`src/rtl/xy_seq_pkg.sv`:
```
// Shared types and constants for the XY vector sequencer and its point RAM.
package xy_seq_pkg;

    localparam int DEFAULT_DEPTH   = 32;
    localparam int DEFAULT_DWELL_W = 8;

    // Point-list entry layout: {blank[15], y[14:8], x[7:0]}
    localparam int ENTRY_W   = 16;
    localparam int X_LSB     = 0;
    localparam int X_W       = 8;
    localparam int Y_LSB     = 8;
    localparam int Y_W       = 7;
    localparam int BLANK_BIT = 15;

    typedef enum logic [1:0] {
        IDLE  = 2'd0,
        PRIME = 2'd1,
        RUN   = 2'd2
    } seq_state_t;

    typedef struct packed {
        logic           blank;
        logic [Y_W-1:0] y;
        logic [X_W-1:0] x;
    } point_t;

    function automatic point_t to_point(input logic [ENTRY_W-1:0] e);
        point_t p;
        p.x     = e[X_LSB +: X_W];
        p.y     = e[Y_LSB +: Y_W];
        p.blank = e[BLANK_BIT];
        return p;
    endfunction

endpackage

```
`src/rtl/xy_point_ram.sv`:
```
// Point-list storage: DEPTH x 16, one write port, one read port.
// The read is synchronous from the consumer's side: rd_addr is presented
// during a cycle and the entry is captured by the sequencer's output
// registers on the closing edge. A write on that same edge is not yet
// visible, so a same-edge read returns the old entry.
module xy_point_ram
    import xy_seq_pkg::*;
#(
    parameter int DEPTH = DEFAULT_DEPTH
) (
    input  logic                     clk,
    input  logic                     wr_en,
    input  logic [$clog2(DEPTH)-1:0] wr_addr,
    input  logic [ENTRY_W-1:0]       wr_data,
    input  logic [$clog2(DEPTH)-1:0] rd_addr,
    output logic [ENTRY_W-1:0]       rd_data
);

    logic [ENTRY_W-1:0] mem [DEPTH];

    // Store one entry per strobed edge; contents survive reset.
    always_ff @(posedge clk) begin
        if (wr_en) begin
            mem[wr_addr] <= wr_data;
        end
    end

    assign rd_data = mem[rd_addr];

endmodule

```
`src/rtl/xy_vector_sequencer.sv`:
```
// Plays a stored list of XY points out to the BNC outputs, holding each
// point for a programmable dwell, with optional frame looping.
//
// state | meaning
// ------+-----------------------------------------------------------
// IDLE  | outputs blanked, x/y hold, waiting for a valid start
// PRIME | one cycle: read of index 0 presented to the RAM
// RUN   | a point is on the outputs; dwell counter runs down to 0
module xy_vector_sequencer
    import xy_seq_pkg::*;
#(
    parameter int DEPTH   = DEFAULT_DEPTH,
    parameter int DWELL_W = DEFAULT_DWELL_W
) (
    input  logic                     clk,
    input  logic                     reset,
    input  logic                     wr_en,
    input  logic [$clog2(DEPTH)-1:0] wr_addr,
    input  logic [ENTRY_W-1:0]       wr_data,
    input  logic [$clog2(DEPTH):0]   list_len,
    input  logic [DWELL_W-1:0]       dwell,
    input  logic                     start,
    input  logic                     stop,
    input  logic                     loop,
    output logic [X_W-1:0]           BNC_x,
    output logic [Y_W-1:0]           BNC_y,
    output logic                     BNC_blank,
    output logic                     BNC_trig,
    output logic                     busy,
    output logic                     frame_done
);

    localparam int            AW      = $clog2(DEPTH);
    localparam logic [AW:0]   DEPTH_L = DEPTH[AW:0];
    localparam logic [DWELL_W-1:0] CNT_ONE = {{(DWELL_W-1){1'b0}}, 1'b1};

    seq_state_t         state;
    logic [AW:0]        len_q;
    logic [DWELL_W-1:0] dwell_q;
    logic [AW-1:0]      idx_q;
    logic [DWELL_W-1:0] cnt_q;

    logic [AW-1:0]      rd_addr;
    logic [ENTRY_W-1:0] rd_data;
    point_t             rd_pt;

    logic               len_ok;
    logic [DWELL_W-1:0] dwell_m1;
    logic               last_cycle;
    logic               last_point;
    logic [AW-1:0]      idx_nxt;
    logic               load_pt;
    logic               end_run;
    logic               new_fd;

    xy_point_ram #(
        .DEPTH (DEPTH)
    ) u_ram (
        .clk     (clk),
        .wr_en   (wr_en),
        .wr_addr (wr_addr),
        .wr_data (wr_data),
        .rd_addr (rd_addr),
        .rd_data (rd_data)
    );

    assign rd_pt      = to_point(rd_data);
    assign len_ok     = (list_len != '0) && (list_len <= DEPTH_L);
    // A dwell of 0 behaves as 1: the counter starts already at terminal count.
    assign dwell_m1   = (dwell_q == '0) ? '0 : dwell_q - CNT_ONE;
    assign last_cycle = (cnt_q == '0);
    assign last_point = ({1'b0, idx_q} == len_q - 1'b1);
    assign idx_nxt    = last_point ? '0 : idx_q + 1'b1;
    // The next entry is addressed throughout RUN and captured only on the
    // edge that closes a point's last dwell cycle, so points abut with no gap.
    assign rd_addr    = (state == RUN) ? idx_nxt : '0;
    assign load_pt    = !stop && ((state == PRIME) ||
                        ((state == RUN) && last_cycle && (!last_point || loop)));
    assign end_run    = (state != IDLE) && !load_pt &&
                        (stop || (state == RUN && last_cycle));
    // Point being loaded is the frame's last and lasts only one cycle.
    assign new_fd     = (dwell_m1 == '0) && ({1'b0, rd_addr} == len_q - 1'b1);
    assign busy       = (state != IDLE);

    // Sequencer FSM with index, dwell counter and registered BNC outputs.
    always_ff @(posedge clk or posedge reset) begin
        if (reset) begin
            state      <= IDLE;
            len_q      <= '0;
            dwell_q    <= '0;
            idx_q      <= '0;
            cnt_q      <= '0;
            BNC_x      <= '0;
            BNC_y      <= '0;
            BNC_blank  <= 1'b1;
            BNC_trig   <= 1'b0;
            frame_done <= 1'b0;
        end else begin
            frame_done <= 1'b0;
            if (load_pt) begin
                state      <= RUN;
                idx_q      <= rd_addr;
                cnt_q      <= dwell_m1;
                BNC_x      <= rd_pt.x;
                BNC_y      <= rd_pt.y;
                BNC_blank  <= rd_pt.blank;
                BNC_trig   <= (rd_addr == '0);
                frame_done <= new_fd;
            end else if (end_run) begin
                state     <= IDLE;
                idx_q     <= '0;
                cnt_q     <= '0;
                BNC_blank <= 1'b1;
                BNC_trig  <= 1'b0;
            end else begin
                case (state)
                    IDLE: begin
                        BNC_blank <= 1'b1;
                        BNC_trig  <= 1'b0;
                        if (start && !stop && len_ok) begin
                            state   <= PRIME;
                            len_q   <= list_len;
                            dwell_q <= dwell;
                            idx_q   <= '0;
                            cnt_q   <= '0;
                        end
                    end
                    RUN: begin
                        cnt_q      <= cnt_q - CNT_ONE;
                        frame_done <= last_point && (cnt_q == CNT_ONE);
                    end
                    default: state <= IDLE;
                endcase
            end
        end
    end

endmodule

```
`config.mk`:
```
export PLATFORM = sky130hd
export DESIGN_NAME = xy_vector_sequencer
export DESIGN_NICKNAME = d
export VERILOG_FILES = /design/src/rtl/xy_seq_pkg.sv /design/src/rtl/xy_point_ram.sv /design/src/rtl/xy_vector_sequencer.sv
export SDC_FILE = /design/constraint.sdc
export NUM_CORES = 1
export LEC_CHECK = 0
export CAP_MARGIN = 20
export CORE_ASPECT_RATIO = 1.5
export CORE_MARGIN = 3
export CORE_UTILIZATION = 43
export DETAILED_ROUTE_END_ITERATION = 8
export GPL_TIMING_DRIVEN = 0
export HOLD_SLACK_MARGIN = 0.1
export PLACE_DENSITY = 0.7
export SLEW_MARGIN = 20
export SYNTH_ARGS = -nofsm -noshare
export SYNTH_HDL_FRONTEND = slang
export SYNTH_SLANG_ARGS = --single-unit
export TNS_END_PERCENT = 100
```
`constraint.sdc`:
```
create_clock -name clk -period 3 [get_ports clk]
set_clock_uncertainty 0.1 [all_clocks]
set_input_delay 0.3 -clock clk [delete_from_list [all_inputs] [get_ports clk]]
set_output_delay 0.3 -clock clk [all_outputs]
set_load 0.005 [all_outputs]
```
After elaboration in Yosys (flattened, before gate mapping)
Memories as Yosys holds them, arrays and structs flattened.
Cells that the tools add are included.
{"block": "totals", "ff_bits": 47, "ramBits": 512, "input_bits": 41, "output_inout_bits": 19, "wordCells": 81, "memories": 1}
{"memory": "u_ram.mem", "words": 32, "word_bits": 16, "rd": 1, "rd_clocked_by_memory_dff": 0, "wr": 1, "line_no": "xy_point_ram.sv:19", "source": "logic [ENTRY_W-1:0] mem [DEPTH];"}
{"block": "op_classes", "n_addsub": 4, "magnitude_cmp": 1, "eq_ne": 7, "n_mux": 26, "bitwise_logic": 2, "reduce_logical": 30}
{"cell": "two-way mux 8 bit", "count": 4}
{"cell": "two-way mux 5 bit", "count": 6}
{"cell": "zero test 8 bit", "count": 3}
{"cell": "case mux 8 bit (2 select lines)", "count": 1}
{"cell": "subtractor 8 x 1 -> 8 bit, second input constant", "count": 2}
{"cell": "== test 5 x 6 -> 1 bit", "count": 2}
{"cell": "two-way mux 1 bit", "count": 11}
{"cell": "logical AND 1 bit", "count": 10}
{"cell": "== test 8 x 1 -> 1 bit, second input constant", "count": 1}
{"cell": "<= comparator 6 bit, second input constant", "count": 1}
{"cell": "two-way mux 2 bit", "count": 3}
{"cell": "AND reduction 2 bit", "count": 3}
{"cell": "nonzero test 3 bit", "count": 2}
{"cell": "nonzero test 6 bit", "count": 1}
{"cell": "subtractor 6 x 1 -> 6 bit, second input constant", "count": 1}
{"cell": "adder 5 x 1 -> 5 bit, second input constant", "count": 1}
{"cell": "zero test 5 bit", "count": 1}
{"cell": "inequality test 4 bit, second input constant", "count": 1}
{"cell": "case mux 2 bit (2 select lines)", "count": 1}
{"cell": "AND reduction 4 bit", "count": 1}
{"cell": "nonzero test 4 bit", "count": 1}
{"cell": "zero test 1 bit", "count": 3}
{"cell": "logical OR 1 bit", "count": 3}
{"cell": "inequality test 3 bit, second input constant", "count": 1}
{"cell": "other kinds (5)", "count": 6}

Logic depth before layout (Yosys ltp)
Gate-level depths: netlist (run 1).
{"block": "depth", "word_depth": 12, "mapped_depth": 13, "depth_no_buf": 10}

Hierarchy
From an unflattened synthesis (run 1), not the netlist that was laid out.
{"block": "hier_totals", "cells_unflattened": 1411, "hier_area_um2": 22871.9}
{"module": "xy_point_ram", "n_inst": 1, "cells_per_inst": 1127, "area_per_inst_um2": 20215.6, "seq_area_each_um2": 15374.7}
{"module": "xy_vector_sequencer", "n_inst": 1, "cells_per_inst": 284, "area_per_inst_um2": 2656.3, "seq_area_each_um2": 1177.4}

Worst setup path after synthesis (run 1)
Ideal clock, no wire load.
{"block": "synth_path", "path_type": "register -> register", "start": "reg len_q[0]", "end": "reg BNC_y[3]", "setup_ns": 0.129, "arrival_ns": 2.493, "t_required_ns": 2.771, "path_slack_ns": 0.277, "stages_incl_launch_ff": 13, "n_path_buf": 2, "synth_period_minus_slack_ns": 2.723, "path_cell_list": "dfrtp_1 > inv_1 > ha_1 > xnor2_1 > nor3_2 > nand4_1 > buf_4 > o21ai_4 > buf_6 > mux2i_1 > o221ai_1 > o32ai_1 > a21oi_1"}
{"block": "synth_via", "elab_chain_len": 7, "word_cells_on_any_way": 10, "cone_classes": "add/sub (1); eq/ne (1); mux (2); reduce/logical (5); memory (1)"}
{"element": "start, declared", "line_no": "xy_vector_sequencer.sv:38", "source": "logic [AW:0] len_q;"}
{"element": "start signal, assigned", "line_no": "xy_vector_sequencer.sv:122", "source": "len_q <= list_len;"}
{"element": "subtractor 6 x 1 -> 6 bit (*)", "line_no": "xy_vector_sequencer.sv:72", "source": "assign last_point = ({1'b0, idx_q} == len_q - 1'b1);"}
{"element": "== test 5 x 6 -> 1 bit (*)", "line_no": "xy_vector_sequencer.sv:72"}
{"element": "branches (longest 5 deep; another with memory read (32 x 16 bit))"}
{"element": "end signal, assigned", "line_no": "xy_vector_sequencer.sv:105", "source": "BNC_y <= rd_pt.y;"}
{"element": "end, declared", "line_no": "xy_vector_sequencer.sv:26", "source": "output logic [Y_W-1:0] BNC_y,"}
Mark *: on every way between the ends.
A chain may end at the register's enable or synchronous reset.

Final worst setup path (run 1)
{"block": "layout_path", "start": "reg len_q[1]", "end": "reg BNC_y[2]"}
The elaborated chain is that of the path after synthesis.

==> out/metrics.cfg, run 1 <==
[placed_design]
placed_cells=2345
io_buffer_count=59
pre_cts_ws_ps=-1510
routabilityCongestion=0.957
dp_hpwl_um=50700

[timing]
fin_crit_sh_pct=106
maxSlewViolCount=0
fmax_mhz=315
period_needed_ps=3180
rsz0062_at_grt=true
setup_viol=11
whs_ps=97.7
hold_viol_final=0
worst_slew_pin_slew_ps=810
timing.final.ws_setup_ps=-176
relSlewSlack_pct=46.0

[global_routing]
grt_pass1_vias=15600
busiest_layer=met2
grt_pass1_wl_um=106000
met1_usage_pct=29.3
grt_max_degree=48
antenna_found_initial=1
use_met3_pct=4.94
overflow=0
met2_usage_pct=43.5
grt_usage_pct=26.2

[critical_path]
arrival_ps=3580
crit_top_cell=buf_12
cp_slowest_cell=a2111oi_4
criticalPathCategory=register to register
start_kind=register
path_max_fanout=8
cp_slowest_stage_delay_ps=670
required_ps=3400
cp-end-kind=register
critical_path.cell_chain=inv_2, ha_4, xor3_1, nor3_2, and4_4, buf_12, a21o_1, buf_6, buf_12, o221ai_2, a2111oi_4, nor2_1, o211ai_1
reg2reg_to=BNC_y[2]$_DFFE_PP0N_
r2r_start=len_q[1]$_DFFE_PP0P_
worst_path_dominant_cell_family=compound AO/OA/AOI/OAI gates
reg2regPathDepth=13
reg2reg_slack_ps=-180
worst-path-buf-inv=4

[power_and_ir_drop]
leakage_nw=9.15
ir_worst_vdd_mv=0.496
p_sw_mw=5.25
p_int_mw=13.6
p_sw_share_pct=27.8
p_comb_share_pct=19.2
p_clk_share_pct=32.7
power_density_nw_per_um2=681
seqPwrFrac_pct=48.1

[synthesis]
netlist_area_um2=22600
synth_seq_cells=559
ys.flop_type=edfxtp_1
syn_area_per_cell_um2=14.3
synth-edff-count=512
netlist_instances=1581
ys_seq_area_share_pct=73.2
ys_warn_count=0
synth_nets=1628
ys_async_sr_fraction_pct=8.41
synth_cell_types=82

[floorplan]
rows=102
core_area_um2=51800
die_h_um=287
die_x_um=193
start_util_pct=43.6
ioPinCount=60
die-area_um2=55400

[routing]
drtIter0Drc=2354
route.detailed.drc=0
ant_nets=0
wl_per_cell_um=29.8
route.vias.total=15700
via_per_inst=6.26
drt_pass1_iterations=6
drt-total-wl_um=74500

[final_layout]
final_common_cell=edfxtp_1
syn_to_final_growth_pct=22.3
final_cells=2503
fin_nets=1832
drive_gt1_share_pct=22.9
mostFrequentLayoutCells=edfxtp_1 (512), nand2_1 (181), nor2_1 (140)
fin_util_pct=53.4

[worst_hold_path]
hold_path.class=primary input to asynchronous set/reset pin

[clocking]
cts_buffers=49
cts_root_buffer=clkbuf_16
clock_latency_ps=590
cts_max_level=2
clkSinkCount=559
cts_tree=built
clkTransAtPathRegs_ps=70
cts_buffer_depth=3

[run_status]
violations=negative setup slack
status=finished, violations left

[run]
drv_cap=0

-- per-layer routing --
layer | up-vias | part of all wire, % | wire length [um]
met2 | 1117 | 47 | 35200
met5 | - | 0 | 0
met3 | 325 | 9.9 | 7360
li1 | 6501 | - | -
met1 | 7735 | 32 | 24100
met4 | 0 | 11 | 7860
-- power by group through the flow --
stage               clock [mW]  sequential, mW  combinational (mW)
finish                    6.17            9.06                3.62
global route              6.52            9.07                3.80
CTS                       6.20            9.04                3.27
detailed placement           0            9.20                2.78
global placement             0            9.21                2.70
floorplan                    0            9.12                1.60
-- registers in the layout, summed over array words and instances (netlist names) --
name,cells
idx_q,5
u_ram.mem,512
BNC_y,7
len_q,6
dwell_q,8
BNC_trig,1
cnt_q,8
state,2
BNC_blank,1
frame_done,1
BNC_x,8
-- area by class of cell --
cell class | count | area, um2
clock buffer | 66 | 1350
timing repair buffer | 155 | 1510
buffer | 83 | 694
fill | 4182 | 24200
antenna | 2 | 5.00
multi-input combinational | 923 | 6440
inverter | 14 | 57.6
clock inverter | 25 | 199
sequential | 559 | 16600
tap | 676 | 846
-- cell families (layout without fill, tap and decap cells) --
group | Yosys count | after routing | synth area share, %
xor gates and xnor gates | 20 | 20 | 0.907
and+or+nand+nor | 480 | 480 | 9.32
other | 0 | 2 | 0
AOI/OAI and AO/OA | 357 | 357 | 11.2
buffers and inverters | 99 | 343 | 2.13
muxes | 60 | 60 | 2.95
adders and majority gates | 6 | 6 | 0.332
DFF | 559 | 559 | 73.2
-- synth_stat cells, types with 8 or more instances --
library cell  count  area [um2]
a211oi_1         12        90.1
a21oi_1          58         290
a221o_1          14         140
a22oi_1          16         120
a31oi_1          22         138
and3_1           12        75.1
buf_1             8        30.0
buf_2            28         140
clkbuf_1         36         135
dfrtp_1          46        1150
edfxtp_1        512       15400
inv_1            13        48.8
mux2i_1          51         510
nand2_1         185         694
nand2b_1         10        62.6
nand3_1          22         110
nor2_1          177         664
nor3_1           23         115
o211ai_1         17         128
o21ai_0          53         265
o221ai_1         20         175
o22ai_1          65         407
o31ai_1          15         113
xnor2_1          12         105
-- stage by stage --
step / area [um2] / TNS (ps) / total power, mW
final: 27700 / -754 / 18.8
after global routing: 27700 / -1420 / 19.4
after CTS: 27100 / -441 / 18.5
after detailed placement: 24500 / -21450 / 12.0
after global placement: 24000 / -158810 / 11.9
after floorplan: 22600 / 0 / 10.7
-- repair_timing --
action | in CTS | in global routing
pin swaps | 36 | 42
endpoints found under the hold margin | 32 | 0
gates resized for setup | 181 | 81
gates cloned | 0 | 1
setup buffers | 45 | 20
hold buffers | 1 | 0
setup endpoints to repair | 30 | 17
-- worst max path at each step --
stage | from | endpoint | slack [ps] | cells after the start
detailed placement | idx_q[1]$_DFFE_PP0P_ | BNC_y[3]$_DFFE_PP0N_ | -1510 | 10
finish | len_q[1]$_DFFE_PP0P_ | BNC_y[2]$_DFFE_PP0N_ | -180 | 13
global route | len_q[1]$_DFFE_PP0P_ | BNC_y[2]$_DFFE_PP0N_ | -200 | 13
floorplan | len_q[0]$_DFFE_PP0P_ | BNC_y[3]$_DFFE_PP0N_ | 280 | 12
global placement | idx_q[1]$_DFFE_PP0P_ | BNC_y[3]$_DFFE_PP0N_ | -1390 | 10
CTS | len_q[0]$_DFFE_PP0P_ | BNC_x[3]$_DFFE_PP0N_ | -100 | 13
(Power assumes the default switching activity.)
==> run 2, diff against run 1 <==
CORE_UTILIZATION = 24   (was 43)
PLACE_DENSITY = 0.49   (was 0.7)
==> out/metrics.cfg, run 2 (synthesized netlist as in run 1, its figures left out) <==
[worst_hold_path]
holdPathStages=3
hold_path.class=primary input to register  ; was primary input to asynchronous set/reset pin

[final_layout]
num_antenna_cells=0  ; was 2
final_area_um2=29100  ; was 27700 um2
final_common_cell=edfxtp_1  ; unchanged
mostFrequentLayoutCells=edfxtp_1 (512), nand2_1 (180), nor2_1 (139)  ; was edfxtp_1 (512), nand2_1 (181), nor2_1 (140)
drive_gt1_share_pct=25.1  ; was 22.9%
syn_to_final_growth_pct=28.5  ; was 22.3%
regMostFlops=u_ram.mem  ; unchanged
largest_register_ffs=512  ; unchanged
fin_nets=1864  ; was 1832
fin_util_pct=31.2  ; was 53.4%

[timing]
rsz0062_at_grt=true  ; unchanged
hold_viol_final=0  ; unchanged
timing.final.ws_setup_ps=-219  ; was -176 ps
worst_slew_pin_slew_ps=858  ; was 810 ps
fmax_mhz=311  ; was 315 MHz
period_needed_ps=3220  ; was 3180 ps
relSlewSlack_pct=42.6  ; was 46.0%
setup_viol=14  ; was 11
maxSlewViolCount=0  ; unchanged
fin_crit_sh_pct=107  ; was 106%

[global_routing]
grt_max_degree=43  ; was 48
overflow=0  ; unchanged
grt_pass1_wl_um=116000  ; was 106000 um
antenna_found_initial=0  ; was 1
grt_pass1_vias=15200  ; was 15600
grt_usage_pct=16.5  ; was 26.2%

[placed_design]
post_dp_cell_area_um2=25100  ; was 24500 um2
io_buffer_count=59  ; unchanged
dp_hpwl_um=56500  ; was 50700 um
routabilityCongestion=0.899  ; was 0.957

[run_status]
status=finished, violations left  ; unchanged
violations=negative setup slack  ; unchanged

[power_and_ir_drop]
leakage_nw=9.48  ; was 9.15 nW
ir_worst_vdd_mv=0.493  ; was 0.496 mV
power_density_nw_per_um2=689  ; was 681 nW/um2

[floorplan]
ioPinCount=60  ; unchanged
die_x_um=257  ; was 193 um
rows=137  ; was 102
core_area_um2=93200  ; was 51800 um2
start_util_pct=24.2  ; was 43.6%
die-area_um2=98000  ; was 55400 um2
die_h_um=382  ; was 287 um

[run]
drv_cap=0  ; unchanged

[routing]
drt-total-wl_um=83100  ; was 74500 um
drt_pass1_iterations=5  ; was 6
route.detailed.drc=0  ; unchanged
ant_nets=0  ; unchanged
via_per_inst=4.93  ; was 6.26
drtIter0Drc=1613  ; was 2354
wl_per_cell_um=26.7  ; was 29.8 um
route.vias.total=15300  ; was 15700

[critical_path]
reg2regPathDepth=14  ; was 13
required_ps=3380  ; was 3400 ps
start_kind=register  ; unchanged
criticalPathCategory=register to register  ; unchanged
path_max_fanout=10  ; was 8
cp-end-kind=register  ; unchanged
reg2reg_slack_ps=-220  ; was -180 ps
arrival_ps=3600  ; was 3580 ps

[clocking]
cts_root_buffer=clkbuf_16  ; unchanged
cts_max_level=2  ; unchanged
clkTransAtPathRegs_ps=60  ; was 70 ps
cts_buffer_depth=3  ; unchanged
clock_latency_ps=630  ; was 590 ps
clkSinkCount=559  ; unchanged
cts_buffers=55  ; was 49
cts_tree=built  ; unchanged

run 2: repair_timing:
item | CTS | global route
pin swaps | 47 | 56
gates cloned | 1 | 0
setup endpoints to repair | 31 | 21
hold endpoints to repair | 80 | 0
gates resized for setup | 216 | 92
hold buffers | 6 | 0
buffers inserted | 60 | 37
run 2: final timing paths:
check | to | startpoint
max | BNC_y[5]$_DFFE_PP0N_ | len_q[3]$_DFFE_PP0P_
min | dwell_q[4]$_DFFE_PP0P_ | dwell[4]
max reg2reg | BNC_y[5]$_DFFE_PP0N_ | len_q[3]$_DFFE_PP0P_
min reg2reg | cnt_q[1]$_DFFE_PP0P_ | cnt_q[1]$_DFFE_PP0P_
max in group asynchronous | idx_q[2]$_DFFE_PP0P_ | reset
min in group asynchronous | BNC_y[2]$_DFFE_PP0N_ | reset
run 2: where the power goes:
group | switching (mW) | internal (mW)
logic | 2.28 | 1.60
clock network | 3.04 | 3.99
registers | 0.300 | 8.80
total | 5.62 | 14.4
run 2: layer usage:
layer / global-route usage, % / share of wire (%)
met5: 0 / 0
met4: 10.6 / 7.7
met3: 2.58 / 6.3
met2: 28.6 / 49
met1: 19.1 / 37
run 2: worst max-delay path, cell delays in order (launching register included):
cell	delay, ps
dfrtp_1	370
buf_6	130
or2_4	260
nand4b_1	230
buf_4	170
buf_4	130
nand4_1	150
buf_6	190
buf_8	140
nor2_4	60
buf_4	210
o22ai_1	160
o211ai_1	310
o32ai_2	360
a21oi_1	80
run 2: layout make-up:
cell class | count | area [um2]
inverter | 14 | 55.1
tap | 1251 | 1570
fill | 9280 | 64200
clock inverter | 35 | 329
buffer | 84 | 729
timing repair buffer | 180 | 1730
multi-input combinational | 923 | 6630
clock buffer | 66 | 1470
sequential | 559 | 16600
run 2: metrics by stage:
step	hold slack (ps)	std cells	worst slack (ps)	setup TNS, ps	total power, mW
after floorplan	299	1581	277	0	10.7
after global placement	376	2891	-1780	-234600	12.1
after detailed placement	385	2909	-1800	-25760	12.1
after CTS	111	3077	-149	-1000	19.7
after global routing	150	3112	-329	-3000	20.6
final	128	3112	-219	-1600	20.0
